`config.mk`:
```
export PLATFORM = sky130hd
export DESIGN_NAME = prio_enc_pipe
export DESIGN_NICKNAME = d
export VERILOG_FILES = /design/src/rtl/prio_enc_pipe.sv
export SDC_FILE = /design/constraint.sdc
export NUM_CORES = 1
export LEC_CHECK = 0
export ABC_AREA = 1
export ABC_CLOCK_PERIOD_IN_PS = 800
export CAP_MARGIN = 40
export CORE_AREA = 8 8 45 47
export DETAILED_ROUTE_END_ITERATION = 7
export DIE_AREA = 0 0 53 55
export GPL_TIMING_DRIVEN = 0
export SLEW_MARGIN = 30
export SYNTH_ARGS = -nofsm -noshare
export SYNTH_HDL_FRONTEND = slang
export SYNTH_SLANG_ARGS = --single-unit
export TNS_END_PERCENT = 1
```
`constraint.sdc`:
```
create_clock -name clk -period 0.8 [get_ports clk]
set_input_delay 0.12 -clock clk [delete_from_list [all_inputs] [get_ports clk]]
set_output_delay 0.12 -clock clk [all_outputs]
set_load 0.02 [all_outputs]
```
`src/rtl/prio_enc_pipe.sv`:
```
// prio_enc_pipe: pipelined priority encoder with a one-entry valid/ready
// output register (1-cycle latency, full throughput).
//
// Build option: define PRIO_ENC_RR_EN to replace the fixed highest-index-wins
// arbitration with a rotating (round-robin) search pointer. With the macro
// undefined the block is purely fixed-priority and carries no pointer state.
//
// code/none are forced to zero by reset so they are never X, even while
// out_vld is low.
module prio_enc_pipe #(
    parameter  int N = 8,
    localparam int W = $clog2(N)
) (
    input  logic         clk,
    input  logic         rst_n,
    input  logic [N-1:0] req,
    input  logic         in_vld,
    output logic         in_rdy,
    output logic [W-1:0] code,
    output logic         none,
    output logic         out_vld,
    input  logic         out_rdy
);

    logic         accept;
    logic         win_any;
    logic [W-1:0] win_idx;

    // The output slot can take a new vector when empty or being drained now.
    always_comb begin
        in_rdy = !out_vld || out_rdy;
        accept = in_vld && in_rdy;
    end

`ifdef PRIO_ENC_RR_EN

    logic [W-1:0] ptr;

    // Walk downward from ptr, wrapping from 0 to N-1; the first set bit wins.
    always_comb begin : rr_search
        int           idx;
        logic [W-1:0] idx_w;
        win_any = 1'b0;
        win_idx = '0;
        idx     = 0;
        idx_w   = '0;
        for (int j = 0; j < N; j++) begin
            idx   = (int'(ptr) - j + N) % N;
            idx_w = W'(idx);
            if (!win_any && req[idx_w]) begin
                win_any = 1'b1;
                win_idx = idx_w;
            end
        end
    end

    // After a winner k, the search restarts just below k so k becomes last.
    always_ff @(posedge clk) begin
        if (!rst_n) begin
            ptr <= W'(N - 1);
        end else if (accept && win_any) begin
            ptr <= (win_idx == '0) ? W'(N - 1) : (win_idx - 1'b1);
        end
    end

`else

    // Fixed priority: scanning upward lets the highest set index win.
    always_comb begin : fixed_search
        win_any = 1'b0;
        win_idx = '0;
        for (int i = 0; i < N; i++) begin
            if (req[i]) begin
                win_any = 1'b1;
                win_idx = W'(i);
            end
        end
    end

`endif

    // Output register: load on accept, empty on drain, otherwise hold steady.
    always_ff @(posedge clk) begin
        if (!rst_n) begin
            out_vld <= 1'b0;
            code    <= '0;
            none    <= 1'b0;
        end else if (accept) begin
            out_vld <= 1'b1;
            code    <= win_any ? win_idx : '0;
            none    <= !win_any;
        end else if (out_vld && out_rdy) begin
            out_vld <= 1'b0;
        end
    end

endmodule

```
; Yosys cells after proc, flatten, opt, wreduce, memory -nomap -nowiden
; Index checks and enable logic that the tools add are counted.
[word_totals]
ff_bits = 5
in_bits = 12
output_inout_bits = 6
[op_classes]
mux = 18
reduce_logical = 6
[op_table]
columns = cell, count
row1 = 3-bit 2-to-1 mux, 7
row2 = 1-bit 2-to-1 mux, 11
row3 = 1-bit logical AND, 2
row4 = 1-bit logical NOT, 2
row5 = 2-bit nonzero test, 1
row6 = 1-bit logical OR, 1

; Logic depth before layout (Yosys ltp)
; Gate-level depths: netlist (run 1).
[logic_depth]
ltp_word = 9
ltp_mapped = 9

; Least setup slack after synthesis (run 1)
; OpenSTA, ideal clock, no wires.
[synth_path]
path_type = reg2reg
from = reg out_vld
to = reg none
arrival_time_ps = 915
required_time_ps = 685
setup_slack_ps = -230
path_stages_with_launch = 6
cell_sequence = dfxtp_1 nand2_2 nand2_4 inv_4 o21ai_1 nor2_1
[synth_via]
elab_chain_cells = 3
[synth_lines]
columns = item, line
row1 = "start, declared", 21  ; output logic out_vld,
row2 = "start signal, assigned", 85  ; out_vld <= 1'b0;
row3 = "start signal, assigned", 89  ; out_vld <= 1'b1;
row4 = "start signal, assigned", 93  ; out_vld <= 1'b0;
row5 = 1-bit logical NOT, 31  ; in_rdy = !out_vld || out_rdy;
row6 = 1-bit logical OR, 31
row7 = via in_rdy, 18  ; output logic in_rdy,
row8 = 1-bit logical AND, 32  ; accept = in_vld && in_rdy;
row9 = "end signal, assigned", 91  ; none <= !win_any;
row10 = "end, declared", 20  ; output logic none,
; The timed path passes the listed nets, and every way through them passes these cells.
; A chain may end at the register's enable or synchronous reset.

; Worst setup path after layout (run 1)
[layout_path]
from = reg out_vld
to = out in_rdy
[layout_via]
elab_chain_cells = 2
[layout_lines]
columns = item, line
row1 = 1-bit logical NOT, 31
row2 = 1-bit logical OR, 31
row3 = "end, declared", 18
; No other way between the ends.

==> results of run 1 <==
final timing paths:
kind / end / depth (start not counted) / slack (ps) / from
min: none$_SDFFE_PN0P_ / 4 / 220 / req[1]
min reg2reg: code[1]$_SDFFE_PN0P_ / 2 / 480 / code[1]$_SDFFE_PN0P_
max: in_rdy / 2 / -90 / out_vld$_SDFFE_PN0P_
max reg2reg: none$_SDFFE_PN0P_ / 6 / -20 / out_vld$_SDFFE_PN0P_
sequential cells by signal (all words and copies together) (netlist names):
| signal | cells |
|---|---|
| code | 3 |
| none | 1 |
| out_vld | 1 |
power breakdown:
part,total [uW],internal (uW),switching (uW)
registers,283,270,12.7
clock network,283,188,95.2
logic,208,109,99.5
placed cells by master (no fill, tap or decap):
master and instances:
a21oi_1 1, a21oi_2 3, buf_2 1, buf_4 1
buf_6 5, clkbuf_1 1, clkbuf_4 3, clkdlybuf4s50_1 5
dfxtp_2 4, dfxtp_4 1, dlygate4sd2_1 1, dlymetal6s2s_1 5
inv_1 5, inv_2 3, inv_4 1, nand2_1 13
nand2_2 1, nand2_4 2, nand3_1 2, nor2_1 1
nor2_2 1, nor3_1 1, o21ai_1 1, o21ai_2 1
cell type report:
| type | count | area [um2] |
|---|---|---|
| Multi-Input combinational cell | 27 | 148 |
| Tap cell | 16 | 20.0 |
| Fill cell | 158 | 855 |
| Sequential cell | 5 | 109 |
| Inverter | 9 | 36.3 |
| Clock buffer | 4 | 26.3 |
| Timing Repair Buffer | 18 | 190 |
tightest hold or removal path, stage by stage:
cell	delay [ps]
dlymetal6s2s_1	110
nor3_1	70
o21ai_2	100
nor2_1	30
repair_timing:
| action | 4_1_cts | 5_1_grt |
|---|---|---|
| resized for setup | 40 | 11 |
| setup endpoints to repair | 10 | 10 |
| setup buffers | 1 | 0 |
| endpoints found under the hold margin | 0 | 0 |
| pin swaps | 1 | 2 |
cell families after synthesis:
family	count (synthesis)	share of synthesized area (%)
simple gates	21	35.8
buf+inv	9	13.7
compound gates	6	12.7
flops	5	37.7
per-layer routing:
layer  part of all wire, %  wire [um]  GRT usage [%]
met1                    41        297           4.70
met2                    45        332           8.79
met3                    13         98           4.28
met4                  0.55          4           5.17
met5                     0          0              0
stage by stage:
step | worst slack [ps] | hold WS (ps) | TNS (ps) | std cells
after floorplan | -61.1 | 265 | -104 | 41
after global placement | -638 | 457 | -3250 | 74
after detailed placement | -659 | 460 | -3330 | 74
after CTS | -116 | 388 | -374 | 79
after global routing | -117 | 253 | -583 | 79
final | -92.1 | 218 | -200 | 79
==> reports/metrics.csv, run 1 <==
stage,metric,value,unit
drt,wl_per_cell,9.27,um
placement,placed_cell_area,464,um2
placement,gp_congestion,0.712,
sta,setup_ws,-92.1,ps
sta,worst_pin_slew,224,ps
logic_synthesis,synthFlopType,dfxtp_1,
sta,hold_violations,0,
drt,wl,732,um
grt,grt_usage,5.68,%
floorplan,rows,14,
clock_network,cts_buffers,3,
drt,vias_per_cell,4.06,
finish,post-route-util,38.2,%
floorplan,die_area,2920,um2
clock_network,clk_pin_slew_worst_paths,40,ps
power,p_total,774,uW
drt,ant_nets,0,
worst_setup_path,slowest_delay,340,ps
sta,slew_headroom,84.9,%
grt,grt_pass1_vias,294,
drt,vias,321,
clock_network,clockRootBuffer,clkbuf_4,
finish,post_route_cells_drive_above_1_share,42.9,%
finish,final_cell_area,529,um2
placement,port_buffers,17,
sta,post-route-period-util,112,%
floorplan,start_util,19.2,%
logic_synthesis,synth-seq-cells,5,
grt,grt_pass1_wl,1150,um
worst_setup_path,worstSetupPathType,flop to output port,
finish,area_delta_synth_final,99.5,%
worst_setup_path,endpoint_kind,output port,
sta,min_period,892,ps
power,vdd_ir_drop_max,0.000529,V
logic_synthesis,synth.distinct_cells,12,
sta,setup_viol,6,
worst_setup_path,cp-start-kind,flop,
worst_setup_path,cp_slowest_cell,dfxtp_4,
logic_synthesis,synth_edf_count,0,
logic_synthesis,synthCells,41,
worst_setup_path,cp.required,680,ps
placement,place.detailed.hpwl,600,um
clock_network,insertion_delay,240,ps
worst_setup_path,cp_max_fo,3,
clock_network,holdBufCountCts,0,
power,leakage,0.000294,uW
clock_network,h-tree-depth,1,
logic_synthesis,ys_warn_count,0,
drt,drtPass1Iterations,2,
logic_synthesis,netlist_top_cells_count,"13 x nand2_1, 8 x inv_1, 5 x dfxtp_1",
logic_synthesis,syn_area,265,um2
clock_network,cts_num_sinks,5,
worst_setup_path,critPathTopFamily,flip-flops,
logic_synthesis,synth.avg_cell_area,6.47,um2
sta,slew_viol_final,0,
clock_network,cts_tree,built,
logic_synthesis,synth.most_common_cell,nand2_1,
logic_synthesis,async_flop_share,0,%
floorplan,io_pins,18,
drt,drc,0,
finish,nNetsFinal,76,
logic_synthesis,synth_top_cell_by_area,dfxtp_1,
floorplan,die_w,53,um
worst_setup_path,arrival,770,ps
drt,drt_iter0_drc,4,
status,violations,negative setup slack,
clock_network,clock_path_buffers,2,
logic_synthesis,yosysSeqAreaShare,37.7,%
logic_synthesis,synth_fp_nets,53,
worst_setup_path,path_buf_inv,1,
job,cap_violations,0,
min_path,hp-class,primary input to flop,
logic_synthesis,ys_top_cells_by_area,"dfxtp_1 38%, nand2_1 18%, inv_1 11%",
grt,antenna_found_initial,0,
grt,grt_max_degree,7,
power,p_per_area,1460,nW/um2
status,run_status,"complete, but fails checks",
worst_setup_path,crit_chain,nand2_4 -> buf_6,
floorplan,core-area,1380,um2
grt,overflow,0,
sta,fmax,1.12,GHz
sta,skew,2.87,ps
finish,antenna-diode-count,0,
sta,rsz0062_at_grt,yes,
logic_synthesis,synth_top_area_share,37.7,%
floorplan,die_h,55,um
Note: power is estimated with default switching activity, not from simulation.
==> inputs of run 2 (changes only) <==
--- a/config.mk
+++ b/config.mk
@@ -12,6 +12,7 @@
 export DETAILED_ROUTE_END_ITERATION = 7
 export DIE_AREA = 0 0 53 55
 export GPL_TIMING_DRIVEN = 0
+export SETUP_SLACK_MARGIN = 0.5
 export SLEW_MARGIN = 30
 export SYNTH_ARGS = -nofsm -noshare
 export SYNTH_HDL_FRONTEND = slang
==> results of run 2 <==
The final DEF is identical to that of run 1; final timing and power are the same.
